<file path="config.mk">
export PLATFORM = sky130hd
export DESIGN_NAME = dct4_fwd_serial
export DESIGN_NICKNAME = d
export VERILOG_FILES = /design/src/rtl/dct4_fwd_serial.sv
export SDC_FILE = /design/constraint.sdc
export NUM_CORES = 1
export LEC_CHECK = 0
export CAP_MARGIN = 40
export CORE_MARGIN = 3
export CORE_UTILIZATION = 65
export DETAILED_ROUTE_END_ITERATION = 16
export PLACE_DENSITY = 0.93
export SYNTH_ARGS = -nofsm -noshare
export SYNTH_HDL_FRONTEND = slang
export SYNTH_SLANG_ARGS = --single-unit
</file>
<file path="constraint.sdc">
create_clock -name clk -period 12.5 [get_ports clk]
set_input_delay 1.25 -clock clk [delete_from_list [all_inputs] [get_ports clk]]
set_output_delay 1.25 -clock clk [all_outputs]
set_load 0.01 [all_outputs]
</file>
<file path="src/rtl/dct4_fwd_serial.sv">
// dct4_fwd_serial
//   Forward 4-point integer DCT using the HEVC core matrix (64, 83, 36).
//   One block of four signed samples is accepted per handshake. The four
//   coefficients are computed at full precision with an even/odd butterfly,
//   then streamed out one per beat in index order 0..3.
//
// Ports
//   clk        rising-edge clock
//   reset      synchronous, active-high reset
//   in_valid   sample block present on x0..x3
//   in_ready   block can be accepted this cycle (IDLE only)
//   x0..x3     signed input samples, IN_W bits
//   out_valid  out_coef / out_idx / out_last are valid
//   out_ready  downstream accepts the current coefficient
//   out_coef   signed coefficient, OUT_W bits
//   out_idx    coefficient index 0..3
//   out_last   high together with index 3
module dct4_fwd_serial #(
    parameter int IN_W  = 16,
    parameter int OUT_W = 24
) (
    input  logic                    clk,
    input  logic                    reset,
    input  logic                    in_valid,
    output logic                    in_ready,
    input  logic signed [IN_W-1:0]  x0,
    input  logic signed [IN_W-1:0]  x1,
    input  logic signed [IN_W-1:0]  x2,
    input  logic signed [IN_W-1:0]  x3,
    output logic                    out_valid,
    input  logic                    out_ready,
    output logic signed [OUT_W-1:0] out_coef,
    output logic [1:0]              out_idx,
    output logic                    out_last
);

    typedef enum logic [1:0] {
        IDLE = 2'd0,
        CALC = 2'd1,
        SEND = 2'd2
    } state_t;

    state_t state_reg, state_next;
    logic [1:0] idx_reg, idx_next;

    logic signed [IN_W-1:0]  x_in  [4];
    logic signed [IN_W-1:0]  x_reg [4];
    logic signed [OUT_W-1:0] xs    [4];
    logic signed [OUT_W-1:0] c_calc [4];
    logic signed [OUT_W-1:0] c_reg  [4];

    logic signed [OUT_W-1:0] e0, e1, o0, o1;

    // Constant multiplies as shift-add: 83 = 64+16+2+1, 36 = 32+4.
    function automatic logic signed [OUT_W-1:0] mul83(input logic signed [OUT_W-1:0] v);
        return (v <<< 6) + (v <<< 4) + (v <<< 1) + v;
    endfunction

    function automatic logic signed [OUT_W-1:0] mul36(input logic signed [OUT_W-1:0] v);
        return (v <<< 5) + (v <<< 2);
    endfunction

    assign x_in[0] = x0;
    assign x_in[1] = x1;
    assign x_in[2] = x2;
    assign x_in[3] = x3;

    // Sign-extend each latched sample to the coefficient width up front so
    // every add and multiply below happens in the OUT_W domain and cannot wrap.
    genvar gi;
    generate
        for (gi = 0; gi < 4; gi++) begin : g_ext
            assign xs[gi] = {{(OUT_W-IN_W){x_reg[gi][IN_W-1]}}, x_reg[gi]};
        end
    endgenerate

    // Even/odd butterfly followed by the matrix rows.
    assign e0 = xs[0] + xs[3];
    assign e1 = xs[1] + xs[2];
    assign o0 = xs[0] - xs[3];
    assign o1 = xs[1] - xs[2];

    assign c_calc[0] = (e0 + e1) <<< 6;
    assign c_calc[2] = (e0 - e1) <<< 6;
    assign c_calc[1] = mul83(o0) + mul36(o1);
    assign c_calc[3] = mul36(o0) - mul83(o1);

    // State, index, sample and coefficient registers.
    always_ff @(posedge clk) begin
        if (reset) begin
            state_reg <= IDLE;
            idx_reg   <= 2'd0;
            for (int i = 0; i < 4; i++) begin
                x_reg[i] <= '0;
                c_reg[i] <= '0;
            end
        end else begin
            state_reg <= state_next;
            idx_reg   <= idx_next;
            if (state_reg == IDLE && in_valid) begin
                for (int i = 0; i < 4; i++) begin
                    x_reg[i] <= x_in[i];
                end
            end
            if (state_reg == CALC) begin
                for (int i = 0; i < 4; i++) begin
                    c_reg[i] <= c_calc[i];
                end
            end
        end
    end

    // Next-state and handshake logic.
    always_comb begin
        state_next = state_reg;
        idx_next   = idx_reg;
        in_ready   = 1'b0;
        out_valid  = 1'b0;
        case (state_reg)
            IDLE: begin
                in_ready = 1'b1;
                if (in_valid) begin
                    state_next = CALC;
                end
            end
            CALC: begin
                idx_next   = 2'd0;
                state_next = SEND;
            end
            SEND: begin
                out_valid = 1'b1;
                if (out_ready) begin
                    if (idx_reg == 2'd3) begin
                        idx_next   = 2'd0;
                        state_next = IDLE;
                    end else begin
                        idx_next = idx_reg + 2'd1;
                    end
                end
            end
            default: begin
                state_next = IDLE;
                idx_next   = 2'd0;
            end
        endcase
    end

    // Outputs come straight from registers, so they stay stable under
    // backpressure. The coefficient is forced to zero outside SEND so the
    // bus is quiet when nothing is being offered.
    assign out_coef = out_valid ? c_reg[idx_reg] : '0;
    assign out_idx  = idx_reg;
    assign out_last = out_valid && (idx_reg == 2'd3);

endmodule

</file>
### After elaboration in Yosys (flattened, before gate mapping)

Memories as Yosys holds them, arrays and structs flattened. A register that Yosys moved wholly into a read port is not among the register bits.
Cells that the tools add are included.

* flip-flop bits (word level): 4
* bits in latches: 0
* bits in writable memories: 160
* memory bits (read-only): 0
* memories: 2

Memory list
* c_reg: words 4, width 24, rd ports 1, clocked after memory_dff 1, write ports 4, line 50 `logic signed [OUT_W-1:0] c_reg [4];`
* x_reg: words 4, width 16, rd ports 4, clocked after memory_dff 0, write ports 4, line 47 `logic signed [IN_W-1:0] x_reg [4];`

* add/subtract/negate cells: 17
* multipliers: 0
* divide/modulo/power cells: 0
* $lt $le $gt $ge: 0
* eq/ne operators: 6
* shift operators: 0
* mux-type cells: 28
* bitwise logic cells: 9
* reduce and logical (&&, ||, !) cells: 5

Operators with widths (number)
* two-way mux 24 bit: 5
* two-way mux 16 bit: 4
* adder 23 x 21 -> 24 bit: 2
* adder 24 x 17 -> 24 bit: 2
* adder 24 x 18 -> 24 bit: 2
* adder 22 x 19 -> 23 bit: 2
* adder 16 x 16 -> 17 bit: 2
* subtractor 16 x 16 -> 17 bit: 2
* adder 24 x 23 -> 24 bit: 1
* subtractor 23 x 24 -> 24 bit: 1
* adder 17 x 17 -> 18 bit: 1
* subtractor 17 x 17 -> 18 bit: 1
* two-way mux 2 bit: 7
* two-way mux 1 bit: 10
* bitwise OR 1 bit: 8
* inequality test 2 bit (second input constant): 3
* case mux 2 bit (3 select lines): 1
* equality test 2 bit (second input constant): 2
* case mux 2 bit (2 select lines): 1
* AND reduction 3 bit: 1
* adder 2 x 1 -> 2 bit (second input constant): 1
* equality test 2 x 1 -> 1 bit (second input constant): 1
* logical AND 1 bit: 2
* zero test 2 bit: 1
* other kinds (2): 2

### Longest topological paths before layout

An unclocked memory read counts as a cell.

* word-level depth: 7
* gate-level depth with buffers: 27
* mapped depth without buffers: 26

### Worst setup path after synthesis

OpenSTA, ideal clock, no wires.

* path kind: reg2reg
* start: mem x_reg[3][1]
* end: mem c_reg[1][23] (data pin)
* setup time: 0.255 ns
* arrival time: 5.877 ns
* required time: 12.245 ns
* setup slack: 6.368 ns
* cell stages (with the launch flop): 26
* buffers on the path: 0
* clock period less this slack: 6.132 ns
* cells stage by stage: edfxtp_1 -> inv_1 -> ha_1 -> nor2b_1 -> o31a_1 -> o31a_1 -> o41ai_2 -> o21bai_1 -> a21oi_2 -> a21oi_1 -> xor2_1 -> ha_1 -> xor2_1 -> fa_1 -> inv_1 -> fa_1 -> inv_1 -> ha_1 -> o21a_1 -> a21oi_1 -> a21oi_1 -> a41oi_1 -> o21ai_0 -> a21oi_1 -> xnor3_1 -> and2_1

RTL lines (line)
* from (decl): 47
* to (decl): 50

==> reports/qor.csv <==
metric,value,unit
routed wire length,39110,um
Starting Density,66.38,%
die area,26840,um2
Hold Path Stages,1,
synthesized area per cell,9.825,um2
via-per-instance ratio,5.898,
Final ANT Viol Nets,0,
max reg flops,83,
internal reg-to-reg setup slack,5.59,ns
"area leader, netlist",edfxtp_1,
I/O pins,97,
fin crit share,55.32,%
status,completed,
RSZ-0062 raised after global routing,false,
I/O Buffers,96,
Post-Syn Instances,1648,
setup violators final,0,
Die W,163.8,um
Crit Path Class,reg -> reg,
first-pass GRT wire length,62450,um
vias post-DR,12114,
Remaining DRCs,0,
fin nets,2076,
ys async rst share,0,%
CTS tree,built,
CTS Hold Bufs,0,
CTS buffer count,17,
sequential share of the synthesized area,28.00,%
largest net degree at the start of global routing,74,
DR pass1 iterations,6,
ANT cells,0,
synthesized netlist net count,2007,
R2R depth,25,
Placed Cells,2021,
CP peak stage delay,0.60,ns
"FF+latch count, synth",153,
Max Clk Rate,0.1446,GHz
Worst-Margin Slew,0.8913,ns
"non-filler cells, final",2054,
Worst Path Required,12.71,ns
min-delay src,state_reg[0],
RR Startpoint,x_reg[3][0],
Top delay family on crit path,adder cells,
Worst-Skew Late Latency,0.44,ns
worst-path maximum fanout,6,
Hold Crit Class,reg -> reg,
r2r endpoint,c_reg[1][23],
final slew viol count,0,
critical path endpoint category,register,
utilization after layout,74.15,%
Placer Congestion,0.9458,
Tot GR Track Use,29.85,%
number of post-CTS setup repair buffers,0,
final setup TNS,0,ns
Yosys top cell area share,27.26,%
Iter 0 DRT Violations,994,
Clock Skews,0.02140,ns
top_reg_cell synth,edfxtp_1,
Worst-path clk slew,0.09,ns
vias in the first global route,12367,
Worst Hold Path EP,out_idx[1],
synthesized area,16190,um2
Cell Rows,57,
crit path launch type,register,
total congestion overflow,0,
post-CTS sizing,0,
relative slew slack,39.82,%
Longest Clk Path Bufs,2,
H-tree depth,4,
initial antenna violation count,0,
arrival time of the worst setup path,7.12,ns
post-synthesis cell type count,81,
Synth area leaders,"edfxtp_1 (27%), ha_1 (14%), fa_1 (13%)",
Root Buffer,clkbuf_16,
"Buf+Inv Stages, Crit Path",3,
chip height,163.8,um
layout cells sized above 1,5.954,%
clock sinks,153,
fin crit period,6.914,ns
core area,24390,um2
Max Cap Viol,0,
fill count,1669,
"Slowest-stage cell, CP",xnor2_1,
area grow syn2layout,11.70,%
YS warnings,0,
DP Wirelength,31260,um
"Hold Vio Cnt, Final",0,
post-detailed-route wirelength per cell,19.04,um
Post-synth EDFFs,147,
==> stage by stage <==
stage | hold WS (ns) | area [um2] | worst slack (ns)
final | 0.5616 | 18090 | 5.586
after CTS | 0.5648 | 18080 | 5.643
after global placement | 0.5235 | 17360 | 5.811
after floorplan | 0.4815 | 16190 | 6.368
after detailed placement | 0.5519 | 17450 | 5.628
after global routing | 0.5947 | 18090 | 5.200
==> how the worst max path moves through the flow <==
stage	startpoint	endpoint	slack (ns)	depth (start not counted)
detailed placement	x_reg[3][0]	c_reg[1][23]	5.63	25
global route	x_reg[2][0]	c_reg[1][23]	5.20	25
finish	x_reg[3][0]	c_reg[1][23]	5.59	25
global placement	x_reg[3][1]	c_reg[1][23]	5.81	25
CTS	x_reg[3][0]	c_reg[1][23]	5.64	25
floorplan	x_reg[3][1]	c_reg[1][23]	6.37	25
==> final cells by class <==
type | count | area [um2] | share of cell area [%]
Inverter | 259 | 972.2 | 5.375
Tap cell | 324 | 405.4 | 2.241
Multi-Input combinational cell | 1173 | 10420 | 57.63
Sequential cell | 153 | 4534 | 25.07
Clock buffer | 19 | 475.5 | 2.629
Timing Repair Buffer | 113 | 1125 | 6.219
Clock inverter | 13 | 150.1 | 0.8302
==> cells by family after synthesis <==
group	count (synthesis)	share of synthesized area, %
buf+inv	322	7.727
xor+xnor	141	7.982
flops	153	28.00
mux	29	3.106
simple gates	397	12.47
fa+ha+maj	295	27.69
compound gates	311	13.01
==> layout by cell type, fill, tap and decap left out, types with 23 or more instances in the layout <==
cell / n
inv_1: 257
ha_1: 184
edfxtp_1: 147
nor2_1: 146
fa_1: 107
a21oi_1: 99
clkdlybuf4s50_1: 96
and2_1: 94
xnor2_1: 86
o21ai_0: 55
xor2_1: 49
nand2_1: 36
a21o_1: 29
o21bai_1: 25
nor3_1: 24
nand2b_1: 23
==> layer usage <==
layer / wire, um / track usage [%]
met5: 0 / 0
met4: 1011 / 8.920
met1: 16070 / 39.10
met3: 3114 / 5.700
met2: 18910 / 50.74
==> worst reg2reg max path, cell delays in order (launching register included) <==
cell	delay [ns]
edfxtp_1	0.42
ha_1	0.26
fa_1	0.44
nor2b_4	0.15
o31a_4	0.16
o41ai_4	0.08
o21ba_2	0.23
o21bai_1	0.12
a21oi_1	0.09
xnor2_1	0.60
inv_1	0.25
ha_1	0.38
xnor2_1	0.16
fa_1	0.55
inv_1	0.05
fa_1	0.48
inv_1	0.05
ha_1	0.36
a211oi_1	0.23
nor2_1	0.07
a311o_1	0.43
a41oi_1	0.41
o21ai_0	0.16
a21oi_1	0.18
xnor3_1	0.22
and2_1	0.16
==> synthesized netlist by cell type, types with 29 or more instances <==
cell type  count
xor2_1        49
edfxtp_1     147
ha_1         184
o21ai_0       55
and2_1        94
clkbuf_1      44
nand2_1       36
inv_1        257
xnor2_1       86
nor2_1       147
a21oi_1       99
a21o_1        29
fa_1         107
Power is not shown: default switching activity piles up to over one toggle a cycle in this logic, so the estimate is an artifact.
